File: src/rtl/prio_encoder_rr.sv
// Registered N-input priority encoder with sticky request capture.
// Grants one index at a time on a valid/ready handshake, in either fixed
// priority (highest index wins) or round-robin order, and drives an
// active-low 7-segment digit showing the granted index.
module prio_encoder_rr #(
  parameter int unsigned N     = 8,
  parameter int unsigned IDX_W = 3
) (
  input  logic             clk,
  input  logic             rst,
  input  logic             en_i,
  input  logic [N-1:0]     req_i,
  input  logic             mode_i,
  input  logic             clear_i,
  input  logic             ready_i,
  output logic             valid_o,
  output logic [IDX_W-1:0] idx_o,
  output logic             any_o,
  output logic [7:0]       seg_o
);

  typedef enum logic [0:0] {
    StIdle,
    StGrant
  } state_e;

  state_e           state;
  logic [N-1:0]     pending;
  logic [IDX_W-1:0] last_grant;

  logic             fire;
  logic [N-1:0]     fire_mask;
  logic [N-1:0]     new_req;
  logic [N-1:0]     eff;
  logic             eff_any;
  logic [IDX_W-1:0] rr_base;
  logic [N-1:0]     below;
  logic [IDX_W-1:0] sel_fixed;
  logic [IDX_W-1:0] sel_below;
  logic [IDX_W-1:0] sel_rr;
  logic [IDX_W-1:0] sel;
  logic [3:0]       digit;

  // Highest set index of a request vector; zero when the vector is empty.
  function automatic logic [IDX_W-1:0] highest(input logic [N-1:0] vec);
    logic [IDX_W-1:0] res;
    res = '0;
    for (int unsigned i = 0; i < N; i++) begin
      if (vec[i]) res = IDX_W'(i);
    end
    return res;
  endfunction

  // Active-low {dp,g,f,e,d,c,b,a} pattern for one hex digit, dp off.
  function automatic logic [7:0] seg_decode(input logic [3:0] d);
    logic [7:0] s;
    unique case (d)
      4'h0:    s = 8'hC0;
      4'h1:    s = 8'hF9;
      4'h2:    s = 8'hA4;
      4'h3:    s = 8'hB0;
      4'h4:    s = 8'h99;
      4'h5:    s = 8'h92;
      4'h6:    s = 8'h82;
      4'h7:    s = 8'hF8;
      4'h8:    s = 8'h80;
      4'h9:    s = 8'h90;
      4'hA:    s = 8'h88;
      4'hB:    s = 8'h83;
      4'hC:    s = 8'hC6;
      4'hD:    s = 8'hA1;
      4'hE:    s = 8'h86;
      default: s = 8'h8E;
    endcase
    return s;
  endfunction

  assign fire    = valid_o & ready_i;
  assign new_req = en_i ? req_i : '0;

  // The granted bit leaves the pending set on fire; a fresh request for the
  // same bit in that cycle is OR-ed back in afterwards, so set wins.
  assign fire_mask = fire ? ({{(N-1){1'b0}}, 1'b1} << idx_o) : '0;
  assign eff       = (pending & ~fire_mask) | new_req;
  assign eff_any   = |eff;

  // Round-robin pointer: the grant being retired this edge, else the last one.
  assign rr_base = fire ? idx_o : last_grant;

  // Split eff at the round-robin pointer: indices strictly below it come first
  // (searched downward), then the search wraps to N-1 and continues downward.
  always_comb begin
    below = '0;
    for (int unsigned i = 0; i < N; i++) begin
      below[i] = eff[i] && (IDX_W'(i) < rr_base);
    end
  end

  assign sel_fixed = highest(eff);
  assign sel_below = highest(below);
  assign sel_rr    = (|below) ? sel_below : sel_fixed;
  assign sel       = mode_i ? sel_rr : sel_fixed;

  // Grant state machine with registered valid/index and pending capture.
  always_ff @(posedge clk) begin
    if (rst) begin
      state      <= StIdle;
      valid_o    <= 1'b0;
      idx_o      <= '0;
      last_grant <= '0;
      pending    <= '0;
    end else if (clear_i) begin
      // Drop the outstanding grant and all accumulated requests; the index
      // and round-robin pointer are kept.
      state   <= StIdle;
      valid_o <= 1'b0;
      pending <= '0;
    end else begin
      pending <= eff;
      case (state)
        StIdle: begin
          if (eff_any) begin
            idx_o   <= sel;
            valid_o <= 1'b1;
            state   <= StGrant;
          end
        end
        StGrant: begin
          // Without fire the grant is held and new requests only accumulate.
          if (fire) begin
            last_grant <= idx_o;
            if (eff_any) begin
              idx_o <= sel;
            end else begin
              valid_o <= 1'b0;
              state   <= StIdle;
            end
          end
        end
        default: begin
          valid_o <= 1'b0;
          state   <= StIdle;
        end
      endcase
    end
  end

  assign any_o = |pending;
  assign digit = 4'(idx_o);

  // Segment output follows the registered grant directly, blank when idle.
  always_comb begin
    seg_o = 8'hFF;
    if (valid_o) seg_o = seg_decode(digit);
  end

endmodule

File: config.mk
export PLATFORM = sky130hd
export DESIGN_NAME = prio_encoder_rr
export DESIGN_NICKNAME = d
export VERILOG_FILES = /design/src/rtl/prio_encoder_rr.sv
export SDC_FILE = /design/constraint.sdc
export NUM_CORES = 1
export LEC_CHECK = 0
export ABC_AREA = 1
export CORE_ASPECT_RATIO = 0.75
export CORE_UTILIZATION = 55
export DETAILED_ROUTE_END_ITERATION = 16
export PLACE_DENSITY = 0.94
export REMOVE_ABC_BUFFERS = 1
export SLEW_MARGIN = 40
export SYNTH_ARGS = -nofsm -noshare
export SYNTH_HDL_FRONTEND = slang
export SYNTH_SLANG_ARGS = --single-unit
File: constraint.sdc
create_clock -name clk -period 4.57 [get_ports clk]
set_input_delay 0.457 -clock clk [delete_from_list [all_inputs] [get_ports clk]]
set_output_delay 0.457 -clock clk [all_outputs]
set_load 0.02 [all_outputs]
# After elaboration in Yosys (flattened, before gate mapping)
# Memories as Yosys holds them, arrays and structs flattened. A register that Yosys moved wholly into a read port is not among the register bits.
# Cells that the tools add are included.
# op_classes
order_cmp,8
n_eq_ne,3
shifts,1
mux,32
n_bitwise,6
n_reduce_logical,15
# ops
op,n
$mux 3,17
$mux 8,3
$reduce_or 8->1,3
$lt 3x3->1 const A,4
$and 8x8->8,1
$logic_and 1x1->1,8
$mux 4,2
$not 8->8,1
$or 8x8->8,1
$shl 1x3->8 const A,1
$mux 1,7
$lt 1x3->1 const A,2
$lt 2x3->1 const A,2
$pmux 3 s2,1
$ne 2x2->1 const B,2
$pmux 1 s2,2
$reduce_and 2->1,2
$reduce_and 3->1,1
$ne 2x1->1 const B,1
$not 1->1,2
$reduce_or 2->1,1
$and 1x1->1,1
# totals
ff_bits,16
mem_bits_ro,112
out_inout_bits,13
mem_count,1
# mem_list
name,depth,word_bits,rd,rd_clocked_by_memory_dff,write_ports,line,text
(name not given),16,7,1,1,0,57,unique case (d)

# Depth between registers and ports, before layout
# logic_depth
ltp_word,20
depth_mapped,19

# Worst setup path after synthesis
# No wires, ideal clock.
# synth_timing
kind,register to register
from,register valid_o
to,register with a tool-made name
setup_time_ns,0.121
arrival_time_ns,2.139
slack_ns,2.309
stages_incl_launch_ff,19
path_buffers,0
period_less_slack_ns,2.261
cell_sequence,dfxtp_1 nand2_4 nand2_1 nand2_2 inv_2 nand2_1 nand2_1 nand2_1 o21ai_2 nand2_1 inv_1 nand2_1 nand3_1 nand2_1 nand2_1 inv_1 ha_1 nor2_1 a21oi_1
# synth_lines
item,line,text
"start, declared",16,"output logic valid_o,"
"start signal, assigned",108,valid_o <= 1'b0;
"start signal, assigned",116,valid_o <= 1'b0;
"start signal, assigned",124,valid_o <= 1'b1;

==> metrics.md <==
| Metric | Value |
|---|---|
| Dpl cell area | 1702 um^2 |
| P_leak | 0.8806 nW |
| Place WS | 1516 ps |
| Finished Cell Area | 1729 um^2 |
| Die Wd | 61.01 um |
| Die height | 46.26 um |
| Status | finished clean |
| Clock sinks | 23 |
| Layout cell share with drive strength beyond 1 | 0.1463 |
| Fill count | 200 |
| Drt via density | 4.950 |
| Hold Buf Count CTS | 0 |
| DR DRC count | 0 |
| TritonRoute pass-1 iters | 4 |
| CP Max Fanout | 7 |
| Met3 global-route usage | 0.06180 |
| P&R area growth vs syn | 20.38% |
| Seq/Total Area, Yosys | 0.3206 |
| Yosys reg bits | 23 |
| # nets final | 266 |
| Routing usage on met1 | 0.3701 |
| Initial DRC Count | 88 |
| Gr usage total | 0.2558 |
| Top delay family on crit path | simple AND/OR/NAND/NOR gates |
| Final setup viols | 0 |
| Hold path depth | 2 |
| Mapped cell area | 1436 um^2 |
| Clk Tree Root Cell | clkbuf_4 |
| Synth top area cells | dfxtp_1 32%, nand2_1 19%, inv_1 8.1% |
| Initial antenna violation count | 0 |
| CP Cell Sequence | clkdlybuf4s50_1, nand2_4, nor2_4, nand2_2, nand2_1, nand2_1, nand2_1, nand2_1, o21ai_2, nand2_1, inv_1, nand2_1, nand3_1, nand2_1, nand2_1, inv_1, ha_1, nor2_1, a21oi_2 |
| CTS clk-pin slew, worst paths | 120 ps |
| Final hold violation count | 0 |
| DIE AREA | 2822 um^2 |
| Tmin final | 2736 ps |
| DR WL/cell | 11.45 um |
| Resized Gates After CTS | 0 |
| Worst Reg-to-Reg Cells | 18 |
| Arrival @ worst endpoint | 2950 ps |
| Yosys cell types | 28 |
| Hold Slack | 551.3 ps |
| Starting density of the core | 0.6026 |
| WP buf/inv | 3 |
| Clock Skew | 15.69 ps |
| Worst Hold Class | flip-flop to flip-flop |
| Vias in the first global route | 1,162 |
| Global-route wire length before repair | 5140 um |
| Pwr/cell area | 273.7 nW/um^2 |
| Ant diodes | 0 |
| Final WL | 3206 um |
| GR peak layer | met2 |
| Syn Inst Count | 221 |
| M2 GR Usage | 0.3912 |
| Peak VDD IR | 0.2179 mV |
| Largest net degree at the start of global routing | 14 |
| F_max | 0.3656 GHz |
| Setup WS post-layout | 1834 ps |
| Synth area leader | dfxtp_1 |
| Critical path type | primary input to flip-flop |
| Slew Viols, Final | 0 |
| Area fraction of the dominant cell type after synthesis | 0.3206 |
| Worst EP required | 4780 ps |
| Most common cell after layout, fill and taps aside | nand2_1 |
| Synth warnings | 0 |
| DP HPWL | 2553 um |
| RSZ-0062 raised after global routing | false |
| CTS buffer count | 3 |
| Antenna Violating Nets Remaining | 0 |
| Vias post-DR | 1,386 |
| H-tree depth | 1 |
| Slowest-stage cell, CP | clkdlybuf4s50_1 |
| GP Congestion | 0.9125 |
| CP dominant cell by count | nand2_1 |
| Number of max-cap violations | 0 |
| Syn avg cell area | 6.499 um^2 |
| Max stage delay on crit path | 580 ps |
| Port bufs | 25 |
| Pwr Total | 0.4732 mW |
| Remaining global-route overflow | 0 |
| Ports | 27 |
| Clock Tree Buf Depth | 2 |
| Final Cycle Share | 0.5986 |
| Placement Rows | 15 |
| CP Launch Type | primary input |
| Levels on crit path | 19 |
| Most frequent cells in the layout | 74 x nand2_1, 31 x inv_1, 25 x clkdlybuf4s50_1 |
| Core area | 2384 um^2 |
| Latest clock arrival within the worst-skew pair | 320 ps |
| Post-route setup TNS | 0 ps |
| Post-CTS setup buffers | 0 |
| CTS tree | yes |
| Critical Path Sink Type | flip-flop |
[through the flow]
stage / util / cells
2_1_floorplan: - / 217
3_3_place_gp: 0.7139 / 276
3_5_place_dp: 0.7139 / 276
4_1_cts: 0.7255 / 280
5_1_grt: 0.7255 / 280
6_report: 0.7255 / 280
[logic make-up (layout without fill, tap and decap cells)]
family,count (synthesis),count (layout),synth area share
buf+inv,41,66,0.1158
compound gates,22,22,0.09495
flops,23,23,0.3206
simple gates,129,129,0.4225
other cells,1,1,0.002611
fa+ha+maj,5,5,0.04355
[layout make-up]
type | count | area (um^2) | area share
clock buffer | 3 | 22.52 | 0.01302
sequential | 23 | 460.4 | 0.2663
tap | 34 | 42.54 | 0.02460
multi-input combinational | 157 | 809.5 | 0.4682
timing repair buffer | 25 | 250.2 | 0.1447
clock inverter | 1 | 5.005 | 0.002894
inverter | 37 | 138.9 | 0.08032
[worst register-to-register path, delay by kind of cell (launching register included)]
| family | cells | cell delay [ps] |
|---|---|---|
| and+or+nand+nor | 13 | 1380 |
| adders and majority gates | 1 | 220 |
| buffers and inverters | 2 | 160 |
| AOI/OAI and AO/OA | 2 | 210 |
| DFF | 1 | 640 |
[per-layer routing]
layer / vias up / share of wire
met4: 0 / 0.0041
met2: 51 / 0.42
met3: 2 / 0.097
met1: 611 / 0.48
li1: 722 / -
met5: - / 0
[worst paths after layout]
path,startpoint,end,slack [ps]
worst max-delay path,ready_i,flip-flop,1830
worst min-delay path,last_grant[0],last_grant[0],550
worst max register to register,valid_o,flip-flop,1860
worst min register to register,last_grant[0],last_grant[0],550
[report_power, final]
| group | switching [mW] | total, mW | internal, mW |
|---|---|---|---|
| Sequential | 0.0121 | 0.230 | 0.218 |
| Combinational | 0.0870 | 0.146 | 0.0588 |
| Clock | 0.0646 | 0.0974 | 0.0327 |
| Total | 0.164 | 0.473 | 0.310 |
[Yosys cell counts]
cell / count
a21boi_2: 1
a21oi_1: 11
a21oi_2: 1
a21oi_4: 1
a31oi_1: 1
buf_2: 1
buf_4: 1
buf_6: 1
clkbuf_1: 1
conb_1: 1
dfxtp_1: 23
ha_1: 5
inv_1: 31
inv_2: 6
nand2_1: 74
nand2_2: 10
nand2_4: 3
nand3_1: 9
nand3_2: 3
nor2_1: 19
nor2_2: 1
nor2_4: 4
nor3_1: 2
nor4_1: 2
o21ai_0: 6
o21ai_2: 1
or2_0: 1
or2_2: 1
No activity file was read; power rests on OpenSTA's default activity.
